<file path="config.mk">
export PLATFORM = sky130hd
export DESIGN_NAME = bcd2bin_seq
export DESIGN_NICKNAME = d
export VERILOG_FILES = /design/src/rtl/bcd2bin_pkg.sv /design/src/rtl/bcd2bin_seq_adj.sv /design/src/rtl/bcd2bin_seq.sv
export SDC_FILE = /design/constraint.sdc
export NUM_CORES = 1
export LEC_CHECK = 0
export CAP_MARGIN = 15
export CELL_PAD_IN_SITES_DETAIL_PLACEMENT = 1
export CELL_PAD_IN_SITES_GLOBAL_PLACEMENT = 2
export CORE_ASPECT_RATIO = 0.9
export CORE_MARGIN = 4
export CORE_UTILIZATION = 32
export DETAILED_ROUTE_END_ITERATION = 10
export PLACE_DENSITY = 0.74
export SETUP_SLACK_MARGIN = 0.05
export SYNTH_ARGS = -nofsm -noshare
export SYNTH_HDL_FRONTEND = slang
export SYNTH_SLANG_ARGS = --single-unit
</file>
<file path="constraint.sdc">
create_clock -name clk -period 1.6 [get_ports clk]
set_clock_uncertainty 0.2 [all_clocks]
set_input_delay 0.32 -clock clk [delete_from_list [all_inputs] [get_ports clk]]
set_output_delay 0.32 -clock clk [all_outputs]
set_load 0.01 [all_outputs]
</file>
<file path="src/rtl/bcd2bin_pkg.sv">
// bcd2bin_pkg: shared types and constants for the sequential BCD-to-binary converter.
package bcd2bin_pkg;

    typedef enum logic [1:0] {IDLE, SHIFT, DONE} state_t;

    typedef logic [3:0] bcd_digit_t;

    localparam bcd_digit_t ADJ_THRESH = 4'd8;
    localparam bcd_digit_t ADJ_VAL    = 4'd3;
    localparam bcd_digit_t BCD_MAX    = 4'd9;

endpackage

</file>
<file path="src/rtl/bcd2bin_seq_adj.sv">
// bcd_digit_adj: reverse double-dabble correction for one BCD digit (>=8 -> -3).
module bcd_digit_adj
    import bcd2bin_pkg::*;
(
    input  bcd_digit_t digit,
    output bcd_digit_t adj
);

    assign adj = (digit >= ADJ_THRESH) ? digit - ADJ_VAL : digit;

endmodule

</file>
<file path="src/rtl/bcd2bin_seq.sv">
// bcd2bin_seq: sequential BCD-to-binary converter (reverse double-dabble, one bit per clock).
// Optional input-digit validation is enabled by defining BCD2BIN_CHECK_EN.
module bcd2bin_seq
    import bcd2bin_pkg::*;
#(
    parameter int DIGITS = 3,
    parameter int BIN_W  = 10
) (
    input  logic                  clk,
    input  logic                  rst_n,
    input  logic                  start,
    input  logic [4*DIGITS-1:0]   bcd_in,
    output logic                  busy,
    output logic                  done,
    output logic                  err,
    output logic [BIN_W-1:0]      bin_out
);

    localparam int BCD_W = 4 * DIGITS;
    localparam int CNT_W = $clog2(BIN_W + 1);

    state_t                   state, state_nx;
    logic [BCD_W-1:0]         bcd_reg, bcd_nx, bcd_adj;
    logic [BIN_W-1:0]         bin_reg, bin_nx, bin_out_nx;
    logic [CNT_W-1:0]         cnt, cnt_nx;
    logic [BCD_W+BIN_W-1:0]   shifted;
    logic                     err_nx, bad, bad_reg, bad_nx;

    assign shifted = {bcd_reg, bin_reg} >> 1;

    for (genvar i = 0; i < DIGITS; i++) begin : g_adj
        bcd_digit_adj u_adj (
            .digit (shifted[BIN_W+4*i +: 4]),
            .adj   (bcd_adj[4*i +: 4])
        );
    end

`ifdef BCD2BIN_CHECK_EN
    always_comb begin
        bad = 1'b0;
        for (int i = 0; i < DIGITS; i++)
            if (bcd_in[4*i +: 4] > BCD_MAX) bad = 1'b1;
    end
`else
    assign bad = 1'b0;
`endif

    assign busy = (state != IDLE);
    assign done = (state == DONE);

    // An invalid request spends one cycle in SHIFT doing nothing so done lands on edge k+1.
    always_comb begin
        state_nx   = state;
        bcd_nx     = bcd_reg;
        bin_nx     = bin_reg;
        cnt_nx     = cnt;
        bin_out_nx = bin_out;
        err_nx     = err;
        bad_nx     = bad_reg;
        case (state)
            IDLE: if (start) begin
                bcd_nx   = bcd_in;
                bin_nx   = '0;
                cnt_nx   = bad ? CNT_W'(1) : CNT_W'(BIN_W);
                bad_nx   = bad;
                state_nx = SHIFT;
            end
            SHIFT: if (bad_reg) begin
                err_nx   = 1'b1;
                state_nx = DONE;
            end else begin
                bcd_nx = bcd_adj;
                bin_nx = shifted[BIN_W-1:0];
                cnt_nx = cnt - CNT_W'(1);
                if (cnt == CNT_W'(1)) begin
                    bin_out_nx = shifted[BIN_W-1:0];
                    err_nx     = 1'b0;
                    state_nx   = DONE;
                end
            end
            default: state_nx = IDLE;
        endcase
    end

    always_ff @(posedge clk or negedge rst_n) begin
        if (!rst_n) begin
            state   <= IDLE;
            bcd_reg <= '0;
            bin_reg <= '0;
            cnt     <= '0;
            bin_out <= '0;
            err     <= 1'b0;
            bad_reg <= 1'b0;
        end else begin
            state   <= state_nx;
            bcd_reg <= bcd_nx;
            bin_reg <= bin_nx;
            cnt     <= cnt_nx;
            bin_out <= bin_out_nx;
            err     <= err_nx;
            bad_reg <= bad_nx;
        end
    end

endmodule
</file>
==> results list <==
- Worst Hold Margin: 0.204 ns
- Number of antenna violations at the first check in global routing: 0
- In the routed design, unresolved DRC markers number 0.
- Clock tree synthesis inserted a total of 5 buffers.
* # diodes: 0
* Final hold violation count: 0
- Reg clk slew, reported paths: 0.08 ns
- Sink Count: 37
- The die is 87.1 µm wide.
- After clock tree synthesis, the flow added hold-fix buffers numbering 0.
* Number of enable-type register cells in the synthesized netlist: 0
* Final net count: 227
* Crit start category: register
- Number of rows created at floorplan: 25
* Via count: 1367
- In the final layout, the share of cells above drive strength 1 is 33.8%.
- Along the worst path, the maximum fanout reaches 9.
- The final reports fail on setup timing.
- CTS built an H-tree with a depth of 2.
- Synthesis produced a netlist with a net count of 173.
* Pre-Repair DR Iteration Count: 4
- Highest-count cells in the layout ignoring fill and taps: sky130_fd_sc_hd__dfrtp_1 (36), sky130_fd_sc_hd__buf_4 (22), sky130_fd_sc_hd__clkdlybuf4s50_1 (13)
* Run status: finished with violations
- In this run, synthesis produced a sequential element count of 37.
- Core footprint: 5350 µm²
* Fin crit share: 104%
* Number of global-route vias before repair: 1496
* Design Area, Final: 2530 µm²
- In the synthesized netlist the async set-or-reset flop fraction comes to 100%.
- Yosys printed 0 warnings.
* Fmax: 0.601 GHz
* Initial Util: 33.7%
- The routed design has 4.59 mm of wire.
- Worst endpoint data arrival time: 1.64 ns
- WL per Instance: 16.7 µm
* Detail-routed via count per cell: 4.99
* Setup repair after global routing missed its margin: yes
- Worst IR drop on VDD: 0.000701 V
* Post-Route Setup TNS: -0.543 ns
* Setup CP Type: reg -> reg
* Slew Viols, Final: 0
* Root cell of the clock tree: sky130_fd_sc_hd__clkbuf_8
- Time the worst path needs with I/O delays and setup: 1.66 ns
* Setup slack at placement: -0.225 ns
* Post-layout worst setup margin: -0.0640 ns
- In this run the power density over the cells is 1910 nW/µm².
* Port buffer count: 26
- DP Area: 2300 µm²
- Path class of the lowest-slack min-delay path: in -> async
- The analysis attributes to cell leakage a power of 1.24 nW.
- Overflow after GRT: 0
- Compared with the post-synthesis result, the final layout area differs by 40.7%.
- Half-perimeter wire length after detailed placement: 3.08 mm
- Count of boundary I/O pins: 28
* Sequential share of the synthesized area: 51.4%
- GPL Wtd Cong: 0.755
- For this run, the leading register cell type out of synthesis is sky130_fd_sc_hd__dfrtp_1.
- Endpoint type of the worst setup path: register
- Total Power: 4.83 mW
- Distinct cell type count after synthesis: 36
* Post-Synthesis Mean Instance Area: 11.8 µm²
- TritonCTS built the clock tree.
- Global routing used 14.2% of the available tracks across all layers.
* Syn Std Cell Area: 1800 µm²
- Leading cell type in the layout, fill and taps excluded: sky130_fd_sc_hd__dfrtp_1
- Flip-flop count of the largest register, all copies and words added: 12
- Antenna violation net count after detailed routing: 0
- Wire length of the first global-routing pass: 7.57 mm
* Critical path data required time: 1.58 ns
- The die is 79.2 µm tall.
- Clock latency at the later pin of the worst-skew pair: 0.29 ns
* Area enclosed by the die boundary: 6890 µm²
- The tool flagged a number of max-cap violations equal to 0.
* Maximum number of buffers from clock root to sink: 2
* Starting DRC count in detailed routing: 62
- Count of final setup violators: 11
- Entering global routing, the biggest net connects 38 pins.
- Counting every instance in the synthesized netlist gives 152.
[power by group]
part           total (mW)  switching [mW]  internal, mW
Sequential           1.68           0.338          1.35
Combinational        2.45            1.07          1.38
Clock               0.698           0.349         0.349
[critical path: stages, from the launching register on]
cell	delay, ns
sky130_fd_sc_hd__dfrtp_1	0.39
sky130_fd_sc_hd__inv_2	0.08
sky130_fd_sc_hd__ha_4	0.12
sky130_fd_sc_hd__nor3b_4	0.19
sky130_fd_sc_hd__nand2_2	0.11
sky130_fd_sc_hd__buf_12	0.16
sky130_fd_sc_hd__mux2_4	0.29
[area by class of cell]
class                   instances  area (µm²)
well taps                      67        83.8
clock inverters                 2        13.8
flip-flops and latches         37         927
repair buffers                 56         519
fillers                       570        2820
inverters                       8        35.0
clock buffers                   6        82.6
multi-input cells              98         872
[routing by layer]
layer  vias up  global-route usage (%)  wire, µm
met1       703                    18.5      2140
met2        18                    23.2      2260
li1        640                       -         -
met4         0                    4.21        68
met5         -                       0         0
met3         6                    3.42       116
[worst paths after layout]
kind / cells after the start / start / slack (ns) / endpoint
min in group clk: 1 / bin_reg[1] / 0.31 / bin_reg[1]
hold reg to reg: 1 / bin_reg[1] / 0.31 / bin_reg[1]
hold / removal: 2 / rst_n / 0.20 / bin_reg[5]
setup reg to reg: 6 / cnt[1] / -0.06 / bin_out[1]
max in group asynchronous: 2 / rst_n / 0.79 / state[0]
setup / recovery: 6 / cnt[1] / -0.06 / bin_out[1]
[through the flow]
step           utilization, %  instances
6_report                 47.4        274
5_1_grt                  47.4        274
4_1_cts                  45.6        272
3_5_place_dp             42.9        260
3_3_place_gp             42.9        260
2_1_floorplan               -        152
[synthesized netlist by cell type, types with 3 or more instances]
library cell              number  area [µm²]
sky130_fd_sc_hd__dfrtp_1      37         926
sky130_fd_sc_hd__a21oi_1      10        50.1
sky130_fd_sc_hd__a22o_1       10        87.6
sky130_fd_sc_hd__mux2_4        9         135
sky130_fd_sc_hd__inv_1         8        30.0
sky130_fd_sc_hd__nand2_1       7        26.3
sky130_fd_sc_hd__o21ai_0       7        35.0
sky130_fd_sc_hd__buf_2         6        30.0
sky130_fd_sc_hd__ha_1          6        75.1
sky130_fd_sc_hd__nor2_1        6        22.5
sky130_fd_sc_hd__nor2b_1       5        31.3
sky130_fd_sc_hd__xnor2_1       4        35.0
sky130_fd_sc_hd__a31oi_1       3        18.8
sky130_fd_sc_hd__and3b_1       3        26.3
sky130_fd_sc_hd__buf_4         3        22.5
[cells by family (layout without fill, tap and decap cells)]
| logic type | count (synthesis) | count (layout) | share of synthesized area [%] |
|---|---|---|---|
| other | 1 | 1 | 0.208 |
| xor gates and xnor gates | 4 | 4 | 1.95 |
| muxes | 13 | 13 | 9.87 |
| AOI/OAI and AO/OA | 43 | 44 | 17.1 |
| and+or+nand+nor | 30 | 30 | 10.1 |
| buffers and inverters | 18 | 72 | 5.21 |
| adders and majority gates | 6 | 6 | 4.17 |
| DFF | 37 | 37 | 51.4 |
[what timing repair did]
item | 4_1_cts | 5_1_grt
endpoints found under the setup margin | 41 | 30
pin swaps | 2 | 4
setup buffers | 4 | 3
resized for setup | 28 | 18
gates cloned | 1 | 0
No activity file was read; power rests on OpenSTA's default activity.
